===== src/rtl/uart_pkg.sv =====
// Shared definitions for the FIFO-fed UART transmitter: FSM states, parity modes
// and the line idle level.
package uart_pkg;

   typedef enum logic [2:0] {
      IDLE,
      FETCH,
      START,
      DATA,
      PARITY,
      STOP
   } uart_state_t;

   localparam logic PAR_EVEN  = 1'b0;
   localparam logic PAR_ODD   = 1'b1;
   localparam logic LINE_IDLE = 1'b1;

endpackage


===== src/rtl/uart_baud_gen.sv =====
// Bit-period timer: counts 0..CLK_DIV-1 and flags the last cycle of each period.
// Restarting on every state entry keeps each bit exactly CLK_DIV cycles long.
module uart_baud_gen #(
   parameter int CLK_DIV = 16
) (
   input  logic clk,
   input  logic rst,
   input  logic clear,
   output logic tick
);

   localparam int             CW   = (CLK_DIV > 1) ? $clog2(CLK_DIV) : 1;
   localparam logic [CW-1:0] LAST = CW'(CLK_DIV - 1);

   logic [CW-1:0] cnt;

   assign tick = (cnt == LAST);

   // NOTE: sequential state always uses non-blocking (<=) so every flop samples pre-edge values.
   always_ff @(posedge clk or posedge rst) begin
      if (rst) begin
         cnt <= '0;
      end else if (clear || tick) begin
         cnt <= '0;
      end else begin
         cnt <= cnt + CW'(1);
      end
   end

endmodule


===== src/rtl/fifo_uart_tx.sv =====
// UART transmit stage that pops bytes from a registered-output FIFO and sends
// start bit, LSB-first data, optional parity and stop bit(s) on tx.
module fifo_uart_tx
   import uart_pkg::*;
#(
   parameter int DWIDTH     = 8,
   parameter int CLK_DIV    = 16,
   parameter int PARITY_EN  = 0,
   parameter int PARITY_ODD = 0,
   parameter int STOP_BITS  = 1
) (
   input  logic              clk,
   input  logic              rst,
   input  logic              tx_en,
   input  logic              fifo_empty,
   input  logic [DWIDTH-1:0] fifo_data,
   output logic              fifo_rd_en,
   output logic              tx,
   output logic              busy,
   output logic              frame_done
);

   localparam int              BIW       = $clog2(DWIDTH + 1);
   localparam int              SCW       = $clog2(2 * CLK_DIV);
   localparam logic [BIW-1:0]  BIT_LAST  = BIW'(DWIDTH - 1);
   localparam logic [SCW-1:0]  STOP_LAST = SCW'(STOP_BITS * CLK_DIV - 1);
   localparam logic [SCW-1:0]  STOP_PRE  = SCW'(STOP_BITS * CLK_DIV - 2);
   localparam logic            PAR_MODE  = (PARITY_ODD != 0) ? PAR_ODD : PAR_EVEN;

   uart_state_t       state, state_next;
   logic [DWIDTH-1:0] shreg, shreg_next;
   logic [BIW-1:0]    bit_idx, bit_idx_next;
   logic [SCW-1:0]    stop_cnt, stop_cnt_next;
   logic              parity_bit, parity_next;
   logic              tx_next, rd_en_next, busy_next, done_next;
   logic              tick, clear;

   uart_baud_gen #(.CLK_DIV(CLK_DIV)) u_baud (
      .clk   (clk),
      .rst   (rst),
      .clear (clear),
      .tick  (tick)
   );

   // NOTE: every always_comb output gets a default first, so no path can infer a latch.
   always_comb begin
      state_next    = state;
      shreg_next    = shreg;
      bit_idx_next  = bit_idx;
      stop_cnt_next = '0;
      parity_next   = parity_bit;
      done_next     = 1'b0;
      rd_en_next    = 1'b0;

      unique case (state)
         IDLE: ;
         // First FETCH cycle is the pop; data is valid once the strobe has dropped.
         FETCH: begin
            if (!fifo_rd_en) begin
               shreg_next  = fifo_data;
               parity_next = (^fifo_data) ^ PAR_MODE;
               state_next  = START;
            end
         end
         START: begin
            if (tick) begin
               bit_idx_next = '0;
               state_next   = DATA;
            end
         end
         DATA: begin
            if (tick) begin
               shreg_next = shreg >> 1;
               if (bit_idx == BIT_LAST) begin
                  state_next = (PARITY_EN != 0) ? PARITY : STOP;
               end else begin
                  bit_idx_next = bit_idx + BIW'(1);
               end
            end
         end
         PARITY: begin
            if (tick) state_next = STOP;
         end
         STOP: begin
            done_next = (stop_cnt == STOP_PRE);
            if (stop_cnt == STOP_LAST) begin
               state_next = IDLE;
            end else begin
               stop_cnt_next = stop_cnt + SCW'(1);
            end
         end
         default: state_next = IDLE;
      endcase

      // Launch check runs on the edge that retires STOP, giving a frame period of F+2.
      if (state_next == IDLE && tx_en && !fifo_empty) begin
         state_next = FETCH;
         rd_en_next = 1'b1;
      end

      busy_next = (state_next != IDLE);
      clear     = (state_next != state);

      unique case (state_next)
         START:   tx_next = 1'b0;
         DATA:    tx_next = shreg_next[0];
         PARITY:  tx_next = parity_next;
         default: tx_next = LINE_IDLE;
      endcase
   end

   always_ff @(posedge clk or posedge rst) begin
      if (rst) begin
         state      <= IDLE;
         shreg      <= '0;
         bit_idx    <= '0;
         stop_cnt   <= '0;
         parity_bit <= 1'b0;
         tx         <= LINE_IDLE;
         fifo_rd_en <= 1'b0;
         busy       <= 1'b0;
         frame_done <= 1'b0;
      end else begin
         state      <= state_next;
         shreg      <= shreg_next;
         bit_idx    <= bit_idx_next;
         stop_cnt   <= stop_cnt_next;
         parity_bit <= parity_next;
         tx         <= tx_next;
         fifo_rd_en <= rd_en_next;
         busy       <= busy_next;
         frame_done <= done_next;
      end
   end

endmodule


===== config.mk =====
export PLATFORM = sky130hd
export DESIGN_NAME = fifo_uart_tx
export DESIGN_NICKNAME = d
export VERILOG_FILES = /design/src/rtl/uart_pkg.sv /design/src/rtl/uart_baud_gen.sv /design/src/rtl/fifo_uart_tx.sv
export SDC_FILE = /design/constraint.sdc
export NUM_CORES = 1
export LEC_CHECK = 0
export BUFFER_PORTS_ARGS = -buffer_cell sky130_fd_sc_hd__clkbuf_2
export CAP_MARGIN = 20
export CORE_ASPECT_RATIO = 1.25
export CORE_MARGIN = 2
export CORE_UTILIZATION = 55
export DETAILED_ROUTE_END_ITERATION = 10
export MAX_ROUTING_LAYER = met4
export PLACE_DENSITY = 0.8
export SKIP_CTS_REPAIR_TIMING = 1
export SKIP_LAST_GASP = 1
export SYNTH_ARGS = -nofsm -noshare
export SYNTH_HDL_FRONTEND = slang
export SYNTH_SLANG_ARGS = --single-unit

===== constraint.sdc =====
create_clock -name clk -period 2 [get_ports clk]
set_input_delay 0.4 -clock clk [delete_from_list [all_inputs] [get_ports clk]]
set_output_delay 0.4 -clock clk [all_outputs]
set_load 0.01 [all_outputs]

**Yosys cells after proc, flatten, opt, wreduce, memory -nomap -nowiden**

Index checks and enable logic that the tools add are counted.

- $add $sub $neg: 3
- Equality and inequality tests: 17
- Muxes and demuxes: 23
- Reduce and logical (&&, ||, !) cells: 12

Operators with widths:

| cell | number |
|---|---|
| $mux W3 | 7 |
| $pmux W3 S6 | 1 |
| $mux W4 | 4 |
| $mux W8 | 2 |
| $pmux W8 S2 | 1 |
| $eq A3 B2 Y1 const B | 4 |
| $eq A5 B4 Y1 const B | 2 |
| $mux W5 | 2 |
| $eq A3 B3 Y1 const B | 3 |
| $add A4 B1 Y4 const B | 2 |
| $pmux W4 S2 | 1 |
| $reduce_xor A8 Y1 | 1 |
| $logic_not A3 Y1 | 2 |
| $add A5 B1 Y5 const B | 1 |
| $eq A4 B3 Y1 const B | 1 |
| $eq A4 B4 Y1 const B | 1 |
| $mux W1 | 4 |
| $ne A2 B1 Y1 const B | 2 |
| $ne A2 B2 Y1 const B | 2 |
| $reduce_and A4 Y1 | 1 |
| $reduce_bool A2 Y1 | 2 |
| $eq A3 B1 Y1 const B | 1 |
| $ne A3 B3 Y1 | 1 |
| $pmux W1 S3 | 1 |
| 5 further kinds | 6 |

- Flip-flop bits (word level): 29
- Output and inout port bits: 4
- Word-level logic and storage cells: 66

**Logic depth before layout (Yosys ltp)**

Gate-level depths: netlist of run 1.

- Depth in word-level cells: 11
- Gate-level depth with buffers: 6
- Depth with buffers taken out: 5

**Hierarchy**

From an unflattened synthesis of run 1, not the netlist that was laid out.

- Cells, all modules: 159
- Area, all modules: 1544.0 um^2

By module, submodules not included:

| module | times used | cells an instance | area each (um^2) | sequential area each (um^2) |
|---|---|---|---|---|
| fifo_uart_tx | 1 | 145 | 1368.8 | 626.9 |
| uart_baud_gen | 1 | 14 | 175.2 | 100.1 |

**Least setup slack after synthesis of run 1**

OpenSTA, ideal clock, no wires.

- Kind: register to register
- Start point: register stop_cnt[0]
- End point: register u_baud.cnt[2]
- Library setup time: 72 ps
- Data arrival time: 1501 ps
- Path slack: 427 ps
- Stages on the path, launching flop included: 6
- Path through: dfrtp_1 ha_1 nand3_1 o31ai_1 or4_1 nor2_1

- Word-level cells in the longest chain between the ends: 10

Ends and longest elaborated chain:

| what | line | text |
|---|---|---|
| from (decl) | fifo_uart_tx.sv:33 | `logic [SCW-1:0] stop_cnt, stop_cnt_next;` |
| from (signal assigned) | fifo_uart_tx.sv:127 | `stop_cnt <= stop_cnt_next;` |
| $eq A5 B4 Y1 * | fifo_uart_tx.sv:86 | `if (stop_cnt == STOP_LAST) begin` |
| $mux W3 * | fifo_uart_tx.sv:86 |  |
| $pmux W3 S6 * | fifo_uart_tx.sv:55 | `unique case (state)` |
| $logic_not A3 Y1 | fifo_uart_tx.sv:96 | `if (state_next == IDLE && tx_en && !fifo_empty) begin` |
| $logic_and A1 B1 Y1 (2 in series) | fifo_uart_tx.sv:96 |  |
| $mux W3 * | fifo_uart_tx.sv:96 |  |
| $ne A3 B3 Y1 * | fifo_uart_tx.sv:102 | `clear = (state_next != state);` |
| $logic_or A1 B1 Y1 * | uart_baud_gen.sv:23 | `end else if (clear \|\| tick) begin` |
| $mux W4 * | uart_baud_gen.sv:23 |  |
| to (signal assigned) | uart_baud_gen.sv:26 | `cnt <= cnt + CW'(1);` |
| to (decl) | uart_baud_gen.sv:15 | `logic [CW-1:0] cnt;` |

Mark *: on every way between the ends. The rest lies on a longest branch, timed or not.
A chain may end at the register's enable or synchronous reset.

**Worst setup path after layout of run 1**

Ends and elaborated chain as after synthesis.

==> flow_summary.rst, run 1 <==
.. list-table::
   :header-rows: 1

   * - Metric
     - Value
   * - Leading post-synthesis cells by cell area
     - sky130_fd_sc_hd__dfrtp_1 49%, sky130_fd_sc_hd__nand2_1 6.3%, sky130_fd_sc_hd__xnor2_1 5.5%
   * - Clock tree from TritonCTS
     - yes
   * - Post-synth top area share
     - 48.7%
   * - Pin count of the biggest net entering global routing
     - 30
   * - Cells traversed along the worst timing path
     - ha_1, nand3_1, o31ai_1, or4_1, nor2_1
   * - Half-perimeter wire length after placement
     - 2.07 mm
   * - Area growth, synth to finish
     - 12.9%
   * - Primary FF master, synth
     - sky130_fd_sc_hd__dfrtp_1
   * - Dominant cell by count in the synthesized netlist
     - sky130_fd_sc_hd__dfrtp_1
   * - TritonCTS buffer count
     - 5
   * - Cell Area, Synth
     - 1440 sq um
   * - Die X
     - 49.8 um
   * - Actual transition at the worst max-transition pin
     - about 0.62 ns
   * - Number of clock sinks
     - 29
   * - Average footprint of a synthesized cell
     - roughly 9.7 sq um
   * - Number of cell rows
     - 20
   * - Async S/R FF share, synth
     - 100%
   * - Unrepaired setup endpoints after global routing
     - no
   * - Final count of negative-setup-slack endpoints
     - 0
   * - Power density over cell area
     - 1120 nW/um^2
   * - Top post-synthesis cells by count
     - 28 x sky130_fd_sc_hd__dfrtp_1, 24 x sky130_fd_sc_hd__nand2_1, 15 x sky130_fd_sc_hd__nor2_1
   * - Via count of the first global-routing pass
     - around 1100
   * - Final setup TNS
     - 0 ns
   * - CP Launch Type
     - register
   * - Wire length of the first global-routing pass
     - 4.73 mm
   * - Number of primary I/O pins
     - 16
   * - Flip-flop and latch count after synthesis
     - 29
   * - Hold violation total from the final report
     - 0
   * - Starting density of the core
     - 58.7%
   * - Fraction of the yosys area taken by sequential cells
     - between 50% and 60%
   * - Antenna Nets Post-Route
     - 0
   * - Clk Latency, worst-skew pair
     - 0.33 ns
   * - Max Clock Freq
     - approximately 0.57 GHz
   * - Maximum VDD drop
     - 0.713 mV
   * - Worst endpoint required time
     - 2.22 ns
   * - Category of the most critical setup path
     - register to register
   * - Data arrival, critical path
     - 1.98 ns
   * - EDFF count, synth
     - 0
   * - Syn Nets
     - ~160
   * - Critical-path top delay cell
     - sky130_fd_sc_hd__o31ai_1
   * - Remaining routing DRC violations
     - 0
   * - Count of different cell masters after synthesis
     - 35
   * - Sum of overflow across all layers after global routing
     - 0
   * - Worst clock skew
     - 0.00832 ns
   * - Highest cell delay on the worst timing path
     - 0.57 ns
   * - Share of layout cells above drive strength 1
     - 16.4%
   * - Chip height
     - just over 60 um
   * - Average wire per cell in the routed design
     - 13.6 um
   * - Leading area contributor after synthesis
     - sky130_fd_sc_hd__dfrtp_1
   * - Slew Limit Headroom
     - 58.5%
   * - Clock Path Buffers
     - 2
   * - Number of antenna violations at the first check in global routing
     - 0
   * - Post-layout net count
     - between 150 and 200
   * - Utilization of the core after routing
     - between 60% and 70%
   * - Via-per-instance ratio
     - 5.49
   * - Count of warnings emitted by yosys
     - 0
   * - Worst min path class
     - input pin to async pin
   * - Die area
     - around 3000 sq um
   * - Placeable core area
     - 2450 sq um
   * - Global-route total usage across every layer
     - roughly 22%
   * - Final wirelength
     - 2.78 mm
   * - Fin crit period
     - around 1.8 ns
   * - Leakage power summed over all cells
     - between 0.0007 and 0.0008 uW
   * - Cell at the root of the clock tree
     - sky130_fd_sc_hd__clkbuf_4
   * - Htree depth
     - 2
   * - Register clock-pin slew on the reported worst setup and hold paths
     - about 0.09 ns
   * - Number of port buffers
     - 15
   * - Number of detailed-route iterations in the first pass
     - 4
   * - Final Slew Violations
     - 0
   * - Result of the run
     - complete, no violations
   * - Number of inserted diodes
     - 0
   * - Violation count after the first detailed-routing iteration
     - 29
   * - Via total after detailed routing
     - approximately 1100
   * - Period Utilization, post-route
     - 87.8%
   * - Final weighted congestion in routability-driven placement
     - 0.769
   * - Reported max-cap violation count
     - 0
   * - Gate Count Post-Synth
     - 148
   * - Largest fanout on the critical path
     - 6
   * - Crit. End Element
     - register
[area by class of cell]
| cell class | count | area (sq um) |
|---|---|---|
| fillers | 226 | 827 |
| flip-flops and latches | 29 | 727 |
| multi-input cells | 109 | 671 |
| repair buffers | 19 | 105 |
| clock buffers | 8 | 58.8 |
| well taps | 33 | 41.3 |
| inverters | 6 | 22.5 |
[worst paths after layout]
check,cells after the start,slack (ns),start,endpoint
max,5,0.24,stop_cnt[0],u_baud.cnt[2]
min,3,0.10,rst,shreg[6]
max reg2reg,5,0.24,stop_cnt[0],u_baud.cnt[2]
min reg2reg,1,0.48,u_baud.cnt[0],u_baud.cnt[0]
max in group asynchronous,3,1.58,rst,tx
min in group clk,3,0.31,fifo_data[7],shreg[7]
[sequential cells by signal (all words and copies together) (netlist names)]
register    count
state           3
bit_idx         4
stop_cnt        5
parity_bit      1
busy            1
u_baud.cnt      4
frame_done      1
shreg           8
fifo_rd_en      1
tx              1
[per-layer routing]
metal  track usage [%]  share of wire, %  vias to the layer above
met5                 -                 0                        -
met3              7.28               3.5                        7
met2              37.9                52                       16
met4              8.33               1.7                        0
met1              24.4                43                      541
li1                  -                 -                      556
[power by group]
part	switching (uW)	total, uW	internal [uW]
registers	157	924	767
clock network	191	364	173
logic	284	534	249
total	632	1820	1190
[cells in the final DEF, fill, tap and decap left out, drive strengths merged, types with 4 or more instances in the layout]
cell / synthesis / final
dfrtp: 28 / 28
nand2: 24 / 24
clkbuf: 0 / 23
nor2: 15 / 15
xnor2: 9 / 9
nand3: 7 / 7
inv: 6 / 6
a22oi: 6 / 6
a21oi: 5 / 5
o21ai: 5 / 5
ha: 4 / 4
buf: 4 / 4
[kinds of logic (layout without fill, tap and decap cells)]
| group | Yosys count | in the layout | share of synthesized area, % |
|---|---|---|---|
| compound gates | 27 | 27 | 13.1 |
| xor+xnor | 11 | 11 | 6.69 |
| fa+ha+maj | 4 | 4 | 3.48 |
| buf+inv | 10 | 33 | 2.95 |
| flops | 29 | 29 | 50.5 |
| simple gates | 67 | 67 | 23.3 |
[critical path, delay by kind of cell, from the launching register on]
| kind | cells | cell delay [ns] |
|---|---|---|
| flops | 1 | 0.41 |
| compound gates | 1 | 0.57 |
| simple gates | 3 | 0.46 |
| fa+ha+maj | 1 | 0.21 |
[through the flow]
step	hold WS, ns	std cells	total power [uW]	cell area, sq um	setup WS (ns)
finish	0.105	204	1820	1630	0.243
global route	0.130	204	1950	1630	0.0865
CTS	0.113	204	1830	1630	0.243
detailed placement	0.465	196	1470	1570	0.260
global placement	0.445	196	1430	1570	0.371
floorplan	0.433	148	1300	1440	0.427
(Power assumes the default switching activity.)
==> run 2: changes to the inputs <==
--- a/config.mk
+++ b/config.mk
@@ -8,7 +8,6 @@
 export BUFFER_PORTS_ARGS = -buffer_cell sky130_fd_sc_hd__clkbuf_2
 export CAP_MARGIN = 20
 export CORE_ASPECT_RATIO = 1.25
-export CORE_MARGIN = 2
 export CORE_UTILIZATION = 55
 export DETAILED_ROUTE_END_ITERATION = 10
 export MAX_ROUTING_LAYER = met4
==> run 2 against run 1 <==
Power is essentially flat. First-iteration DRC count is 10% higher. Critical path depth is 1 higher. Via count grew 2.3%. Combinational power is essentially flat. Setup slack worse by 0.027 ns. Largest power group unchanged. Highest routed layer unchanged.
==> flow_summary.rst, run 2 (synthesized netlist as in run 1, its figures left out) <==
.. list-table::
   :header-rows: 1

   * - Metric
     - Value
   * - Period Utilization, post-route
     - 89.2% (+1.3 points)
   * - Start of the worst register-to-register path
     - stop_cnt[0]
   * - Die area
     - 2830 sq um (-7.2%)
   * - Most frequent standard cell in the layout excluding fill and tap cells
     - sky130_fd_sc_hd__dfrtp_1
   * - Fin crit period
     - 1.78 ns (+0.0269 ns)
   * - Slew Limit Headroom
     - 73.0% (+14 points)
   * - Worst Setup EP
     - u_baud.cnt[2]
   * - Result of the run
     - complete, no violations
   * - Max Clock Freq
     - 0.561 GHz (-1.5%)
   * - Leakage power summed over all cells
     - 0.000752 uW (+0.73%)
   * - Clock Path Buffers
     - 2 (unchanged)
   * - Cell at the root of the clock tree
     - sky130_fd_sc_hd__clkbuf_4
   * - Wire length of the first global-routing pass
     - 4.52 mm (-4.5%)
   * - Actual transition at the worst max-transition pin
     - 0.404 ns (-0.213 ns)
   * - Source of the critical timing path
     - stop_cnt[0]
   * - Hold violation total from the final report
     - 0 (unchanged)
   * - Worst min path class
     - input pin to async pin
   * - Post-layout net count
     - 187 (+0.54%)
   * - Power density over cell area
     - 1120 nW/um^2 (-0.46%)
   * - Largest fanout on the critical path
     - 6 (unchanged)
   * - Final wirelength
     - 2.82 mm (+1.4%)
   * - Final count of negative-setup-slack endpoints
     - 0 (unchanged)
   * - Clk pwr share
     - 20.3% (+0.3 points)
   * - Pin count of the biggest net entering global routing
     - 30 (unchanged)
   * - Minimum hold slack
     - 0.109 ns (+0.00403 ns)
   * - Via count of the first global-routing pass
     - 1065 (+0.28%)
   * - Unrepaired setup endpoints after global routing
     - no
   * - Number of antenna violations at the first check in global routing
     - 0 (unchanged)
   * - Final Slew Violations
     - 0 (unchanged)
   * - Via total after detailed routing
     - 1146 (+2.3%)
   * - Number of primary I/O pins
     - 16 (unchanged)
   * - Reported max-cap violation count
     - 0 (unchanged)
   * - Violation count after the first detailed-routing iteration
     - 32 (+10%)
   * - Number of detailed-route iterations in the first pass
     - 4 (unchanged)
   * - Via-per-instance ratio
     - 5.59 (+1.8%)
   * - Number of port buffers
     - 15 (unchanged)
   * - Depth of the most critical reg-to-reg path
     - 6 (+1)
   * - Antenna Nets Post-Route
     - 0 (unchanged)
   * - Largest registers in the final layout
     - shreg (8), stop_cnt (5)
   * - Register clock-pin slew on the reported worst setup and hold paths
     - 0.09 ns (about the same)
   * - Net switching power of the design
     - 630 uW (-0.34%)
   * - Final setup TNS
     - 0 ns (unchanged)
   * - Switching share of total power
     - 34.6% (-0.12 points)
   * - Die X
     - 47.8 um (-4.0%)
   * - Max FFs per register
     - 8 (unchanged)
   * - Internal power summed over all cells
     - 1190 uW (+0.18%)
   * - Crit. End Element
     - register
   * - Sum of overflow across all layers after global routing
     - 0 (unchanged)
   * - TritonCTS buffer count
     - 5 (unchanged)
   * - Clk Latency, worst-skew pair
     - 0.33 ns (about the same)
   * - Starting density of the core
     - 58.7% (unchanged)
   * - Htree depth
     - 2 (unchanged)
   * - CP Launch Type
     - register
   * - Number of cell rows
     - 20 (unchanged)
   * - Clock tree from TritonCTS
     - yes
   * - Number of clock sinks
     - 29 (unchanged)
   * - Global-route total usage across every layer
     - 24.0% (+1.8 points)
   * - Endpoint of the lowest-slack register-to-register path
     - u_baud.cnt[2]
   * - Data arrival, critical path
     - 2.04 ns (+0.06 ns)
   * - Half-perimeter wire length after placement
     - 2.01 mm (-3.1%)
   * - Final weighted congestion in routability-driven placement
     - 0.785 (+2.0%)
   * - Register with the most flip-flops
     - shreg
   * - Combinational cell fraction of total power
     - 29.5% (+0.2 points)
   * - Chip height
     - 59.2 um (-3.3%)
   * - Placeable core area
     - 2450 sq um (unchanged)
   * - Worst R2R Setup Slack
     - 0.22 ns (-0.03 ns)
   * - Worst endpoint required time
     - 2.26 ns (+0.04 ns)
   * - Reg power frac
     - 50.3% (-0.4 points)
   * - Worst clock skew
     - 0.0126 ns (+0.00430 ns)
   * - Area growth, synth to finish
     - 13.4%
   * - Average wire per cell in the routed design
     - 13.8 um (+0.94%)
   * - Share of layout cells above drive strength 1
     - 16.9% (+0.49 points)
   * - Category of the most critical setup path
     - register to register
   * - Highest-count cells in the layout ignoring fill and taps
     - 28 x sky130_fd_sc_hd__dfrtp_1, 24 x sky130_fd_sc_hd__nand2_1, 15 x sky130_fd_sc_hd__nor2_1, 15 x sky130_fd_sc_hd__clkbuf_2, 9 x sky130_fd_sc_hd__xnor2_1
   * - Number of inserted diodes
     - 0 (unchanged)
   * - Remaining routing DRC violations
     - 0 (unchanged)
   * - Maximum VDD drop
     - 0.689 mV (-3.3%)
run 2: worst min-delay path by stage:
stage	to	slack (ns)	cells after the start
2_1_floorplan	u_baud.cnt[0]	0.43	1
3_3_place_gp	u_baud.cnt[0]	0.45	1
3_5_place_dp	shreg[5]	0.47	3
4_1_cts	stop_cnt[0]	0.1	3
5_1_grt	stop_cnt[0]	0.11	3
6_report	state[0]	0.11	3
run 2: stage by stage:
step / power, uW / util (%) / instances / cell area (sq um) / setup slack [ns]
2_1_floorplan: 1300 / - / 148 / 1440 / 0.427
6_report: 1820 / 66.6 / 205 / 1630 / 0.216
4_1_cts: 1840 / 66.6 / 205 / 1630 / 0.227
5_1_grt: 1950 / 66.6 / 205 / 1630 / 0.119
3_5_place_dp: 1460 / 64.2 / 197 / 1570 / 0.264
3_3_place_gp: 1420 / 64.2 / 197 / 1570 / 0.315
run 2: final cells by class:
type	count	area (sq um)
clock buffers	8	58.8
well taps	33	41.3
repair buffers	20	113
inverters	6	22.5
flip-flops and latches	29	727
multi-input cells	109	671
fillers	221	820
run 2: power by group through the flow:
stage,Sequential (uW),Clock (uW),Combinational (uW)
after global routing,935,406,611
after global placement,914,0,502
after CTS,915,385,543
final,915,369,537
after detailed placement,925,0,535
after floorplan,880,0,425
run 2: metal layers:
metal / up-vias / GRT usage (%) / wire length (um)
met5: - / - / 0
met4: 0 / 11.9 / 57
met3: 5 / 7.93 / 131
met2: 29 / 37.6 / 1440
met1: 554 / 26.5 / 1190
li1: 558 / - / -
run 2: critical path, stage by stage, from the launching register on:
cell and delay (ns):
sky130_fd_sc_hd__dfrtp_1 0.42, sky130_fd_sc_hd__ha_1 0.24, sky130_fd_sc_hd__nand3_1 0.13, sky130_fd_sc_hd__o31ai_1 0.09, sky130_fd_sc_hd__buf_4 0.15, sky130_fd_sc_hd__or4_1 0.54
sky130_fd_sc_hd__nor2_1 0.14
